## src/rtl/adder_pipe_nbit_if.sv

```systemverilog
// Valid/ready stream bundle for the pipelined adder: operand beat in, result beat out.
// The producer/consumer side uses the master modport, the adder uses the slave modport.
interface adder_pipe_nbit_if #(
    parameter int N = 10
);
    logic         in_valid;
    logic         in_ready;
    logic [N-1:0] a;
    logic [N-1:0] b;
    logic         sub;
    logic         out_valid;
    logic         out_ready;
    logic [N:0]   sum;

    modport master (
        output in_valid, a, b, sub, out_ready,
        input  in_ready, out_valid, sum
    );

    modport slave (
        input  in_valid, a, b, sub, out_ready,
        output in_ready, out_valid, sum
    );
endinterface

```

## src/rtl/adder_pipe_nbit.sv

```systemverilog
// Pipelined N-bit add/subtract with valid/ready on both sides.
// The carry chain is cut into STAGES chunks of W = ceil(N/STAGES) bits; each stage
// adds one chunk and registers the low result bits so far, its carry-out and the
// operand bits still to be added. Subtraction is a + ~b + 1 (carry-in of chunk 0).
// A single global enable advances the whole pipe; on stall every stage holds.
module adder_pipe_nbit #(
    parameter int N      = 10,
    parameter int STAGES = 2
) (
    input  logic               clk,
    input  logic               rst_n,
    adder_pipe_nbit_if.slave   bus
);
    localparam int W = (STAGES < 1) ? 1 : (N + STAGES - 1) / STAGES;

    logic en_s;

    // Pipe advances when the output slot is empty or being drained this cycle.
    assign en_s        = bus.out_ready | ~bus.out_valid;
    assign bus.in_ready = en_s;

    if ((STAGES < 1) || ((STAGES - 1) * W >= N)) begin : g_bad_cfg
        $error("adder_pipe_nbit: STAGES=%0d leaves an empty chunk for N=%0d", STAGES, N);
    end else begin : g_pipe
        for (genvar k = 0; k < STAGES; k++) begin : g_stage
            localparam int LO = k * W;
            localparam int HI = ((k + 1) * W >= N) ? N - 1 : (k + 1) * W - 1;
            localparam int CW = HI - LO + 1;
            // Operand bits still outstanding when entering this stage: [N-1:LO].
            localparam int IN = N - LO;

            logic          vld_in_s;
            logic          sub_in_s;
            logic          cin_s;
            logic [IN-1:0] a_in_s;
            logic [IN-1:0] b_in_s;
            logic [CW-1:0] b_ck_s;
            logic [CW:0]   part_s;
            logic [HI:0]   res_d;
            logic [HI:0]   res_q;
            logic          vld_q;
            logic          cy_q;

            if (k == 0) begin : g_head
                assign vld_in_s = bus.in_valid;
                assign a_in_s   = bus.a;
                assign b_in_s   = bus.b;
                assign sub_in_s = bus.sub;
                assign cin_s    = bus.sub;
                assign res_d    = part_s[CW-1:0];
            end else begin : g_body
                assign vld_in_s = g_stage[k-1].vld_q;
                assign a_in_s   = g_stage[k-1].g_fwd.a_q;
                assign b_in_s   = g_stage[k-1].g_fwd.b_q;
                assign sub_in_s = g_stage[k-1].g_fwd.sub_q;
                assign cin_s    = g_stage[k-1].cy_q;
                assign res_d    = {part_s[CW-1:0], g_stage[k-1].res_q};
            end

            // Chunk adder: a chunk plus conditionally inverted b chunk plus incoming carry.
            always_comb begin
                b_ck_s = b_in_s[CW-1:0] ^ {CW{sub_in_s}};
                part_s = {1'b0, a_in_s[CW-1:0]} + {1'b0, b_ck_s} + {{CW{1'b0}}, cin_s};
            end

            // Stage register: valid, carry and accumulated result shift on enable, else hold.
            always_ff @(posedge clk or negedge rst_n) begin
                if (!rst_n) begin
                    vld_q <= 1'b0;
                    cy_q  <= 1'b0;
                    res_q <= {(HI + 1){1'b0}};
                end else if (en_s) begin
                    vld_q <= vld_in_s;
                    cy_q  <= part_s[CW];
                    res_q <= res_d;
                end
            end

            if (k < STAGES - 1) begin : g_fwd
                logic [IN-CW-1:0] a_q;
                logic [IN-CW-1:0] b_q;
                logic             sub_q;

                // Carry the not-yet-added operand bits and op select to the next chunk.
                always_ff @(posedge clk or negedge rst_n) begin
                    if (!rst_n) begin
                        a_q   <= {(IN - CW){1'b0}};
                        b_q   <= {(IN - CW){1'b0}};
                        sub_q <= 1'b0;
                    end else if (en_s) begin
                        a_q   <= a_in_s[IN-1:CW];
                        b_q   <= b_in_s[IN-1:CW];
                        sub_q <= sub_in_s;
                    end
                end
            end
        end

        assign bus.out_valid = g_stage[STAGES-1].vld_q;
        assign bus.sum       = {g_stage[STAGES-1].cy_q, g_stage[STAGES-1].res_q};
    end
endmodule

```

## src/flat_wrapper.sv

```systemverilog
// flat-port wrapper written by rule: the top's interface ports become plain ports
module adder_pipe_nbit_flat 
#(
    parameter int N      = 10,
    parameter int STAGES = 2
)
  (clk, rst_n, bus_in_valid, bus_a, bus_b, bus_sub, bus_out_ready, bus_in_ready, bus_out_valid, bus_sum);
  adder_pipe_nbit_if #(.N(N)) bus_i ();
  input  logic clk;
  input  logic rst_n;
  input wire logic [$bits(bus_i.in_valid)-1:0] bus_in_valid;
  input wire logic [$bits(bus_i.a)-1:0] bus_a;
  input wire logic [$bits(bus_i.b)-1:0] bus_b;
  input wire logic [$bits(bus_i.sub)-1:0] bus_sub;
  input wire logic [$bits(bus_i.out_ready)-1:0] bus_out_ready;
  output wire logic [$bits(bus_i.in_ready)-1:0] bus_in_ready;
  output wire logic [$bits(bus_i.out_valid)-1:0] bus_out_valid;
  output wire logic [$bits(bus_i.sum)-1:0] bus_sum;
  assign bus_i.in_valid = bus_in_valid;
  assign bus_i.a = bus_a;
  assign bus_i.b = bus_b;
  assign bus_i.sub = bus_sub;
  assign bus_i.out_ready = bus_out_ready;
  assign bus_in_ready = bus_i.in_ready;
  assign bus_out_valid = bus_i.out_valid;
  assign bus_sum = bus_i.sum;
  adder_pipe_nbit #(.N(N), .STAGES(STAGES)) u_core (.clk(clk), .rst_n(rst_n), .bus(bus_i));
endmodule
```

## config.mk

```make
export PLATFORM = sky130hd
export DESIGN_NAME = adder_pipe_nbit_flat
export DESIGN_NICKNAME = d
export VERILOG_FILES = /design/src/rtl/adder_pipe_nbit_if.sv /design/src/rtl/adder_pipe_nbit.sv /design/src/flat_wrapper.sv
export SDC_FILE = /design/constraint.sdc
export NUM_CORES = 1
export LEC_CHECK = 0
export CAP_MARGIN = 20
export CORE_MARGIN = 2
export CORE_UTILIZATION = 48
export CTS_CLUSTER_SIZE = 10
export DETAILED_ROUTE_END_ITERATION = 8
export DONT_BUFFER_PORTS = 1
export MAX_ROUTING_LAYER = met4
export PLACE_DENSITY = 0.75
export REMOVE_ABC_BUFFERS = 1
export SLEW_MARGIN = 20
export SYNTH_ARGS = -nofsm -noshare
export SYNTH_HDL_FRONTEND = slang
export SYNTH_SLANG_ARGS = --single-unit
export TNS_END_PERCENT = 5
```

## constraint.sdc

```tcl
create_clock -name clk -period 5.7 [get_ports clk]
set_input_delay 0.855 -clock clk [delete_from_list [all_inputs] [get_ports clk]]
set_output_delay 0.855 -clock clk [all_outputs]
set_load 0.05 [all_outputs]
```

==> flow_metrics.env <==
export IMPL_path_class="reg2out"
export IMPL_status="finished, final reports clean"
export IMPL_remaining_drc_errors=0
export IMPL_synth_common_cells="nand2_1 (60), dfrtp_1 (30), xor2_1 (10), ha_1 (8), o21ai_0 (8)"
export IMPL_reg2reg_to="u_core.g_pipe.g_stage[1].res_q[9]"
export IMPL_synth_most_common_cell="nand2_1"
export IMPL_power_switching_mw=0.3096
export IMPL_async_reset_ff_share_pct=100.0
export IMPL_syn_inst=167
export IMPL_synth_area_um2=1539
export IMPL_antenna_cells=0
export IMPL_grt_start_max_net_pins=35
export IMPL_grt_first_pass_wirelength_um=4588
export IMPL_fp_dieW_um=60.63
export IMPL_combPwrFrac_pct=21.1
export IMPL_path_cells="nor2b_2, buf_4, inv_2"
export IMPL_drtIter0Drc=38
export IMPL_clock_root_buffer="clkbuf_4"
export IMPL_clock_latency_ps=320
export IMPL_utilization_pct=53.48
export IMPL_synth_top_family_by_area="simple AND/OR/NAND/NOR gates"
export IMPL_reg2reg_depth=8
export IMPL_synth_xor_xnor_area_share_pct=7.967
export IMPL_io_buffers=0
export IMPL_routabilityCongestion=0.8098
export IMPL_initial_core_util_pct=50.41
export IMPL_worstMarginPinSlew_ps=740.6
export IMPL_fmax_mhz=357.6
export IMPL_grt_pass1_vias=1102
export IMPL_yosys_area_top_type="dfrtp_1"
export IMPL_firstDrtPassIters=4
export IMPL_ant_nets=0
export IMPL_clk_pin_slew_ps=90
export IMPL_vias=1055
export IMPL_cp_max_fo=34
export IMPL_netlist_top_cells_area="dfrtp_1 (49%), nand2_1 (15%), ha_1 (6.5%), xor2_1 (5.7%), fa_1 (3.9%)"
export IMPL_io_pins=38
export IMPL_postCtsResizedCells=0
export IMPL_htreeDepth=2
export IMPL_rows=20
export IMPL_power_frac_seq_pct=57.8
export IMPL_synthMuxAreaShare_pct=0.7317
export IMPL_total_power_mw=0.7292
export IMPL_grt_ovfl_total=0
export IMPL_cts_tree="done"
export IMPL_chipHeight_um=60.63
export IMPL_place_ws_ps=3168
export IMPL_timing_setup_tns_ps=0
export IMPL_hold_path_class="in2async"
export IMPL_crit_path_start_kind="flop"
export IMPL_avgViaCountPerCell=5.000
export IMPL_synth_enable_flop_cells=0
export IMPL_cap_violations=0
export IMPL_slowest_stage="inv_2"
export IMPL_core_area_um2=3053
export IMPL_crit_arrival_ps=1940
export IMPL_synth_simple_area_share_pct=19.59
export IMPL_clockBufferDepth=2
export IMPL_synthAdderAreaFrac_pct=10.41
export IMPL_r2r_start="u_core.g_pipe.g_stage[0].g_fwd.sub_q"
export IMPL_critical_path_required_ps=4850
export IMPL_dieArea_um2=3675
export IMPL_worst_slack_ps=2904
export IMPL_fin_crit_ps=2796
export IMPL_cp_top_family="buffers and inverters"
export IMPL_holdBufCountCts=0
export IMPL_finish_instance_area_um2=1633
export IMPL_finalMaxSlewViolations=0
export IMPL_avgSynthCellArea_um2=9.215
export IMPL_ys_warnings_count=0
export IMPL_fin_nets=202
export IMPL_ir_drop_mv=0.1658
export IMPL_hold_viol=0
export IMPL_antenna_found_initial=0
export IMPL_numCtsBuffers=5
export IMPL_end_kind="output pin"
export IMPL_placed_area_um2=1554
export IMPL_drt_wl_total_um=2662
export IMPL_synth_ff_type="dfrtp_1"
export IMPL_reg2reg_slack_ps=3550
export IMPL_synth_compound_area_share_pct=7.561
export IMPL_post_cts_buffers=0
export IMPL_drive_above_1_share_pct=7.186
export IMPL_dp_cells=203
export IMPL_clock_skew_ps=6.850
export IMPL_wl_per_cell_um=12.62
export IMPL_ys_ff_latch=30
export IMPL_clkPwrFrac_pct=21.2
export IMPL_final_cells=211
export IMPL_critical_path_buf_inv_count=2
export IMPL_cts_sinks=30
export IMPL_slew_headroom_pct=50.55
export IMPL_rsz0062_at_grt="false"
export IMPL_yosysSeqAreaShare_pct=48.78
export IMPL_fin_hold_ws_ps=211.2
export IMPL_intPower_mw=0.4195
export IMPL_gr_usage_all_layers_pct=18.06
export IMPL_hpwl_um=1927
export IMPL_setup_violations=0
export IMPL_netlist_area_leader_share_pct=48.78
export IMPL_netlist_cell_type_count=25
export IMPL_finalCritPeriodShare_pct=49.06
export IMPL_power_density_nw_per_um2=446.6
export IMPL_p_leak_nw=0.8221
export IMPL_cpPeakStageDelay_ps=580
export IMPL_switching_share_pct=42.46
export IMPL_synthToLayoutAreaGrowth_pct=6.098
[sequential cells by signal, indices dropped and copies added (netlist names)]
name	count
u_core.g_pipe.g_stage.g_fwd.b_q	5
u_core.g_pipe.g_stage.vld_q	1
u_core.g_pipe.g_stage.cy_q	2
u_core.bus.out_valid	1
u_core.g_pipe.g_stage.res_q	15
u_core.g_pipe.g_stage.g_fwd.a_q	5
u_core.g_pipe.g_stage.g_fwd.sub_q	1
[worst max path at each step]
| stage | from | end | depth (start not counted) |
|---|---|---|---|
| 5_1_grt | u_core.bus.out_valid | bus_in_ready | 3 |
| 2_1_floorplan | bus_out_ready | bus_in_ready | 2 |
| 6_report | u_core.bus.out_valid | bus_in_ready | 3 |
| 3_3_place_gp | bus_out_ready | bus_in_ready | 3 |
| 3_5_place_dp | bus_out_ready | bus_in_ready | 3 |
| 4_1_cts | u_core.bus.out_valid | bus_in_ready | 3 |
[layout by cell type (no fill, tap or decap), drive strengths merged, types with 4 or more instances in the layout]
master | netlist | routed
ha | 8 | 8
nor2 | 6 | 6
dfrtp | 30 | 30
nor3 | 4 | 4
inv | 7 | 7
o21ai | 8 | 8
clkbuf | 3 | 8
xor2 | 10 | 10
nand2 | 60 | 60
xnor2 | 4 | 4
a21oi | 6 | 6
[power by group through the flow]
stage,sequential [mW],clock [mW],combinational (mW)
after detailed placement,0.427,0,0.156
final,0.421,0.154,0.154
after CTS,0.422,0.160,0.157
after global routing,0.428,0.169,0.182
after floorplan,0.417,0,0.128
after global placement,0.425,0,0.147
[final cells by class]
| cell class | count | area (um^2) |
|---|---|---|
| sequential | 30 | 750.7 |
| fill | 295 | 1420 |
| multi-input combinational | 121 | 714.4 |
| timing repair buffer | 1 | 7.507 |
| tap | 44 | 55.05 |
| clock buffer | 8 | 78.83 |
| inverter | 7 | 26.28 |
[worst reg2reg max path, delay by kind of cell (launching register included)]
kind	cells	cell delay (ps)
XOR/XNOR	1	210
AO/OA/AOI/OAI	1	220
AND/OR/NAND/NOR	3	430
adder cells (fa/ha/maj)	2	600
buffers and inverters	1	90
flip-flops	1	490
[cell families after synthesis]
logic type / after synthesis
adder cells (fa/ha/maj): 11
flip-flops: 30
multiplexers: 1
AND/OR/NAND/NOR: 75
buffers and inverters: 16
AO/OA/AOI/OAI: 20
XOR/XNOR: 14
[metal layers]
layer	wire (um)	part of all wire, %	global-route usage (%)
met3	157	5.9	4.691
met4	56	2.1	11.18
met1	1138	43	19.62
met5	0	0	-
met2	1310	49	29.34
Note: power is estimated with default switching activity, not from simulation.
